### src/rtl/ip_cu_pkg.sv
// Shared opcode codes and one-hot FSM encoding for the CU task sequencer.
package ip_cu_pkg;

  localparam logic [1:0] OP_ADD = 2'd0;
  localparam logic [1:0] OP_SUB = 2'd1;
  localparam logic [1:0] OP_MUL = 2'd2;
  localparam logic [1:0] OP_DIV = 2'd3;

  localparam int S_IDLE = 0;
  localparam int S_INI  = 1;
  localparam int S_ONGO = 2;
  localparam int S_RDY  = 3;
  localparam int S_HALT = 4;
  localparam int S_END  = 5;

  typedef enum logic [5:0] {
    ST_IDLE = 6'b000001,
    ST_INI  = 6'b000010,
    ST_ONGO = 6'b000100,
    ST_RDY  = 6'b001000,
    ST_HALT = 6'b010000,
    ST_END  = 6'b100000
  } state_t;

endpackage

### src/rtl/ip_cu_arb.sv
// Pending-trigger register with lowest-index-first dispatch; dispatch decision is combinational.
// Trigger capture never stalls; a bit leaves pend only in the cycle it is dispatched.
module ip_cu_arb
  import ip_cu_pkg::*;
#(
  parameter int  TSK_NUM = 10,
  localparam int ID_SZ   = (TSK_NUM > 1) ? $clog2(TSK_NUM) : 1
) (
  input  logic               pclk,
  input  logic               prst_n,
  input  logic [TSK_NUM-1:0] trg,
  input  logic               disp_go,
  input  logic               new_only,
  output logic [TSK_NUM-1:0] pend,
  output logic               disp_vld,
  output logic [ID_SZ-1:0]   disp_id
);

  logic [TSK_NUM-1:0] req;
  logic [TSK_NUM-1:0] disp_oh;

  // Preemption picks only among freshly arriving bits; otherwise the whole queue competes.
  always_comb begin
    req      = new_only ? trg : (pend | trg);
    disp_oh  = '0;
    disp_id  = '0;
    for (int i = TSK_NUM - 1; i >= 0; i--) begin
      if (req[i]) begin
        disp_oh    = '0;
        disp_oh[i] = 1'b1;
        disp_id    = ID_SZ'(i);
      end
    end
    disp_vld = disp_go & (|req);
  end

  always_ff @(posedge pclk or negedge prst_n) begin
    if (!prst_n) begin
      pend <= '0;
    end else begin
      pend <= (pend | trg) & ~(disp_vld ? disp_oh : '0);
    end
  end

endmodule

### src/rtl/ip_cu_seq.sv
// CU task sequencer: steps cu_pc through per-task micro-programs with per-opcode ALU latency.
// Dispatch takes effect on the next edge; cu_stall freezes sequencing while triggers still queue.
module ip_cu_seq
  import ip_cu_pkg::*;
#(
  parameter int  TSK_NUM = 10,
  parameter int  PC_SZ   = 8,
  parameter int  PC_NUM  = 256,
  parameter int  ALU_SZ  = 16,
  parameter int  EXD_SZ  = 8,
  parameter int  CYC_SZ  = 6,
  parameter logic [TSK_NUM*PC_SZ-1:0] START_PC_ARY = '0,
  parameter logic [TSK_NUM*PC_SZ-1:0] END_PC_ARY   = '0,
  parameter int  PREEMPT = 0,
  localparam int ID_SZ   = (TSK_NUM > 1) ? $clog2(TSK_NUM) : 1
) (
  input  logic               pclk,
  input  logic               prst_n,
  input  logic [TSK_NUM-1:0] cu_tsk_trg,
  input  logic [1:0]         opcode,
  input  logic               cu_stall,
  output logic [PC_SZ-1:0]   cu_pc,
  output logic [PC_NUM-1:0]  cu_cmd_en,
  output logic               add_en,
  output logic               sub_en,
  output logic               mul_en,
  output logic               div_en,
  output logic               op_act_sm,
  output logic               op_ini_sm,
  output logic               op_rdy_sm,
  output logic               op_halt_sm,
  output logic [ID_SZ-1:0]   cu_tsk_id,
  output logic [TSK_NUM-1:0] cu_tsk_pend,
  output logic [TSK_NUM-1:0] cu_tsk_end,
  output logic               cu_tsk_done
);

  localparam logic PRE_EN = (PREEMPT != 0);

  state_t            state;
  logic [CYC_SZ-1:0] cnt;
  logic              busy;
  logic              disp_go;
  logic              disp_vld;
  logic [ID_SZ-1:0]  disp_id;
  logic [PC_SZ-1:0]  start_pc;
  logic [PC_SZ-1:0]  end_pc;
  logic              op_final;

  assign add_en = (opcode == OP_ADD);
  assign sub_en = (opcode == OP_SUB);
  assign mul_en = (opcode == OP_MUL);
  assign div_en = (opcode == OP_DIV);

  assign op_ini_sm  = state[S_INI];
  assign op_act_sm  = state[S_ONGO];
  assign op_rdy_sm  = state[S_RDY];
  assign op_halt_sm = state[S_HALT];

  assign busy     = state[S_INI] | state[S_ONGO] | state[S_RDY] | state[S_HALT];
  assign disp_go  = ~cu_stall & (state[S_IDLE] | state[S_END] | (PRE_EN & busy));
  assign start_pc = START_PC_ARY[PC_SZ*disp_id +: PC_SZ];
  assign end_pc   = END_PC_ARY[PC_SZ*cu_tsk_id +: PC_SZ];

  // cnt is 0 in INI and counts ONGO cycles, so mul spends exactly ALU_SZ cycles in INI+ONGO.
  assign op_final = ((add_en | sub_en) & state[S_INI])
                  | (mul_en & (cnt == CYC_SZ'(ALU_SZ - 1)))
                  | (div_en & (cnt == CYC_SZ'(ALU_SZ + EXD_SZ - 1)));

  ip_cu_arb #(.TSK_NUM(TSK_NUM)) u_arb (
    .pclk     (pclk),
    .prst_n   (prst_n),
    .trg      (cu_tsk_trg),
    .disp_go  (disp_go),
    .new_only (busy),
    .pend     (cu_tsk_pend),
    .disp_vld (disp_vld),
    .disp_id  (disp_id)
  );

  always_ff @(posedge pclk or negedge prst_n) begin
    if (!prst_n) begin
      state       <= ST_IDLE;
      cnt         <= '0;
      cu_pc       <= '1;
      cu_cmd_en   <= '0;
      cu_tsk_id   <= '0;
      cu_tsk_end  <= '0;
      cu_tsk_done <= 1'b0;
    end else begin
      if (|cu_tsk_trg) cu_tsk_done <= 1'b0;
      if (!cu_stall) begin
        cu_tsk_end <= '0;
        cnt        <= '0;
        if (disp_vld) begin
          state     <= ST_INI;
          cu_tsk_id <= disp_id;
          cu_pc     <= start_pc;
          cu_cmd_en <= PC_NUM'(1) << start_pc;
        end else begin
          case (state)
            ST_INI, ST_ONGO: begin
              if (op_final) begin
                state <= ST_RDY;
              end else begin
                state <= ST_ONGO;
                cnt   <= cnt + 1'b1;
              end
            end
            ST_RDY: begin
              if (cu_pc == end_pc) begin
                state      <= ST_END;
                cu_tsk_end <= TSK_NUM'(1) << cu_tsk_id;
              end else begin
                state <= ST_HALT;
              end
            end
            ST_HALT: begin
              state     <= ST_INI;
              cu_pc     <= cu_pc + 1'b1;
              cu_cmd_en <= PC_NUM'(1) << (cu_pc + 1'b1);
            end
            ST_END: begin
              state       <= ST_IDLE;
              cu_pc       <= '1;
              cu_cmd_en   <= '0;
              cu_tsk_done <= 1'b1;
            end
            default: state <= ST_IDLE;
          endcase
        end
      end
    end
  end

endmodule

### config.mk
export PLATFORM = sky130hd
export DESIGN_NAME = ip_cu_seq
export DESIGN_NICKNAME = d
export VERILOG_FILES = /design/src/rtl/ip_cu_pkg.sv /design/src/rtl/ip_cu_arb.sv /design/src/rtl/ip_cu_seq.sv
export SDC_FILE = /design/constraint.sdc
export NUM_CORES = 1
export LEC_CHECK = 0
export CAP_MARGIN = 20
export CELL_PAD_IN_SITES_DETAIL_PLACEMENT = 0
export CELL_PAD_IN_SITES_GLOBAL_PLACEMENT = 1
export CORE_UTILIZATION = 34
export DETAILED_ROUTE_END_ITERATION = 16
export PLACE_DENSITY_LB_ADDON = 0.1
export SYNTH_ARGS = -nofsm -noshare
export SYNTH_HDL_FRONTEND = slang
export SYNTH_SLANG_ARGS = --single-unit
export TNS_END_PERCENT = 100
### constraint.sdc
create_clock -name pclk -period 2.7 [get_ports pclk]
set_clock_uncertainty 0.1 [all_clocks]
set_input_delay 0.27 -clock pclk [delete_from_list [all_inputs] [get_ports pclk]]
set_output_delay 0.27 -clock pclk [all_outputs]
set_load 0.01 [all_outputs]
==> run metrics <==
Slew @ Worst Pin=0.736 ns; IO Port Bufs=311; initial antenna violation count=0; total power=13.2 mW; gr usage total=0.220; share of post-route cells with drive strength above 1=0.134; DP Area=17,000 µm²; Post-synth EDFFs=0; Flop pwr share=0.377; pin count of the biggest net entering global routing=86; status=finished with violations; TritonCTS buffer count=34; Avg Synthesized Cell Area=10.9 µm²; post-synth top area cell=dfrtp_1; via count=10,600; setup ws final=0.124 ns; Final Cycle Share=0.954; die extent in y=193 µm; DRC violations left=21; Final ANT Viol Nets=0; Finished Cell Area=18,200 µm²; fin crit period=2.58 ns; Clock Tree Buf Depth=3; most common cell in the netlist=dfrtp_1; Pint=9.08 mW; Max Cap Viol=0; Syn Nets=1,166; Num Clock Sinks=301; relative slew slack=0.510; Critical Path Fanout Max=8; fin nets=1,539; CP peak stage delay=0.53 ns; Fillers=3,301; critical path type=reg -> reg; final wirelength=41,200 µm; Netlist cell types=67; Ports=312; post-synth top area share=0.586; vias in the first global route=10,600; hold crit path type=in -> async; Syn. warnings=0; Routed WL per cell=20.6 µm; Initial DRC Count=774; Final Max Slew Viols=0; Req. time, crit path=3.04 ns; Core ar.=35,800 µm²; Logic pwr share=0.254; failing checks=design-rule violations; Peak VDD IR=0.000424 V; worst hold slack=0.256 ns; element type at the critical path end=flop; dpl ws=-0.125 ns; FMAX=0.388 GHz; flop and latch count out of synthesis=301; DRT Pass-1 Iters=12; largest cells by area after synthesis=dfrtp_1 59%, a22o_1 6.7%, o21ai_0 5.5%, nand2_1 5.3%, a32o_1 2.2%; Final Setup Violations=0; Layout area overhead=46.0%; CP arrival=2.92 ns; PD cells=727 nW/µm²; Starting Density=0.348; RSZ-0062 raised after global routing=yes; Slowest cell on crit path=dfstp_2; Static Leak=7.73 nW; H-Tree Depth=2; DP HPWL=28,500 µm; commonest cells in the netlist=292 x dfrtp_1, 175 x nand2_1, 136 x o21ai_0; CP Launch Type=flop; switching part of the total power=0.313; placer congestion estimate=0.838; CTS tree=done; setup TNS=0 ns; clock share of power=0.369; Clk pin slew, worst setup/hold paths=0.06 ns; first-pass GRT wire length=65,000 µm; post-synthesis sequential area ratio=0.605; critical path cell sequence=ha_1 -> or3b_2 -> o31a_1 -> nand2b_2 -> nor4b_1 -> buf_4 -> a22o_1; clock root cell=clkbuf_16; Synth Cell Area=12,500 µm²; Die Width=193 µm; Vias/cell=5.30; row count=69; fraction of registers with async set/reset=1.00; GR Overflow Total=0; Net Sw Power=4.14 mW; Hold Vio Cnt, Final=0; worst-skew pair later-pin latency=0.51 ns; Syn Inst Count=1,145; Die ar.=37,400 µm²; Synth Flop Type=dfrtp_1; Antenna Cells=0
-- cell usage in the layout (no fill, tap or decap), types with 8 or more instances in the layout --
cell type | netlist | routed
nand4_1 | 25 | 25
a21oi_1 | 20 | 20
inv_1 | 10 | 10
nor3_1 | 10 | 9
o21ai_1 | 33 | 32
a32o_1 | 27 | 27
o22a_1 | 12 | 12
dfrtp_1 | 292 | 292
buf_12 | 0 | 24
dfstp_2 | 9 | 9
clkdlybuf4s50_1 | 0 | 310
and4_1 | 14 | 14
buf_4 | 2 | 95
nor2_1 | 44 | 43
nand2_1 | 175 | 175
clkbuf_16 | 0 | 35
nand2b_1 | 9 | 8
a22o_1 | 96 | 96
o21ai_0 | 136 | 135
nand3_1 | 28 | 28
-- cell families (layout without fill, tap and decap cells) --
logic type | Yosys count | in the layout | share of synthesized area
AO/OA/AOI/OAI | 372 | 372 | 0.208
adder cells (fa/ha/maj) | 6 | 6 | 0.00602
XOR/XNOR | 4 | 4 | 0.00281
buffers and inverters | 104 | 500 | 0.0358
AND/OR/NAND/NOR | 355 | 355 | 0.140
multiplexers | 3 | 3 | 0.00241
flip-flops | 301 | 301 | 0.605
-- repair_timing --
| item | CTS | global route |
|---|---|---|
| setup endpoints to repair | 18 | 53 |
| endpoints found under the hold margin | 75 | 0 |
| pin swaps | 1 | 0 |
| resized for setup | 0 | 5 |
| hold buffers | 1 | 0 |
| setup buffers | 2 | 0 |
-- power by group through the flow --
stage / Combinational, mW / Sequential [mW] / Clock, mW
after detailed placement: 3.36 / 5.06 / 0
after global placement: 3.34 / 5.06 / 0
after CTS: 3.38 / 4.98 / 5.01
after global routing: 3.65 / 5.02 / 5.18
after floorplan: 1.53 / 5.10 / 0
final: 3.36 / 4.98 / 4.88
-- layer usage --
metal / GRT usage / routed length (µm)
met3: 0.0483 / 2680
met2: 0.343 / 19000
met4: 0.0462 / 632
met1: 0.313 / 18900
met5: 0 / 0
-- through the flow --
stage | std cells | utilization
after CTS | 2002 | 0.507
after floorplan | 1145 | -
after detailed placement | 1940 | 0.474
after global placement | 1940 | 0.474
final | 2002 | 0.508
after global routing | 2002 | 0.508
-- state kept, by name (all words and copies together) (netlist names) --
name and count:
cu_pc 8, cu_tsk_id 4, cu_cmd_en 256, u_arb.pend 10, cu_tsk_done 1, state 6
cu_tsk_end 10, cnt 6
-- layout make-up --
class | instances | area [µm²] | area share
flip-flops and latches | 301 | 7540 | 0.414
multi-input cells | 740 | 4540 | 0.249
repair buffers | 431 | 4320 | 0.237
clock buffers | 49 | 998 | 0.0549
well taps | 461 | 577 | 0.0317
clock inverters | 10 | 181 | 0.00997
inverters | 10 | 37.5 | 0.00206
-- final timing paths --
check,slack (ns),from,endpoint,depth (start not counted)
min in group pclk,0.38,cu_cmd_en[5]$_DFFE_PN0P_,cu_cmd_en[5]$_DFFE_PN0P_,2
max in group asynchronous,1.39,prst_n,cu_pc[5]$_DFFE_PN1P_,3
hold / removal,0.26,prst_n,cu_cmd_en[111]$_DFFE_PN0P_,2
hold reg to reg,0.38,cu_cmd_en[5]$_DFFE_PN0P_,cu_cmd_en[5]$_DFFE_PN0P_,2
setup reg to reg,0.12,cu_pc[0]$_DFFE_PN1P_,cu_cmd_en[85]$_DFFE_PN0P_,7
setup / recovery,0.12,cu_pc[0]$_DFFE_PN1P_,cu_cmd_en[85]$_DFFE_PN0P_,7
-- worst max-delay path, delay by kind of cell (launching register included) --
family                   cells  cell delay [ns]
AND/OR/NAND/NOR              3             1.13
adder cells (fa/ha/maj)      1             0.24
flip-flops                   1             0.53
AO/OA/AOI/OAI                2             0.31
buffers and inverters        1             0.21
No activity file was read; power rests on OpenSTA's default activity.
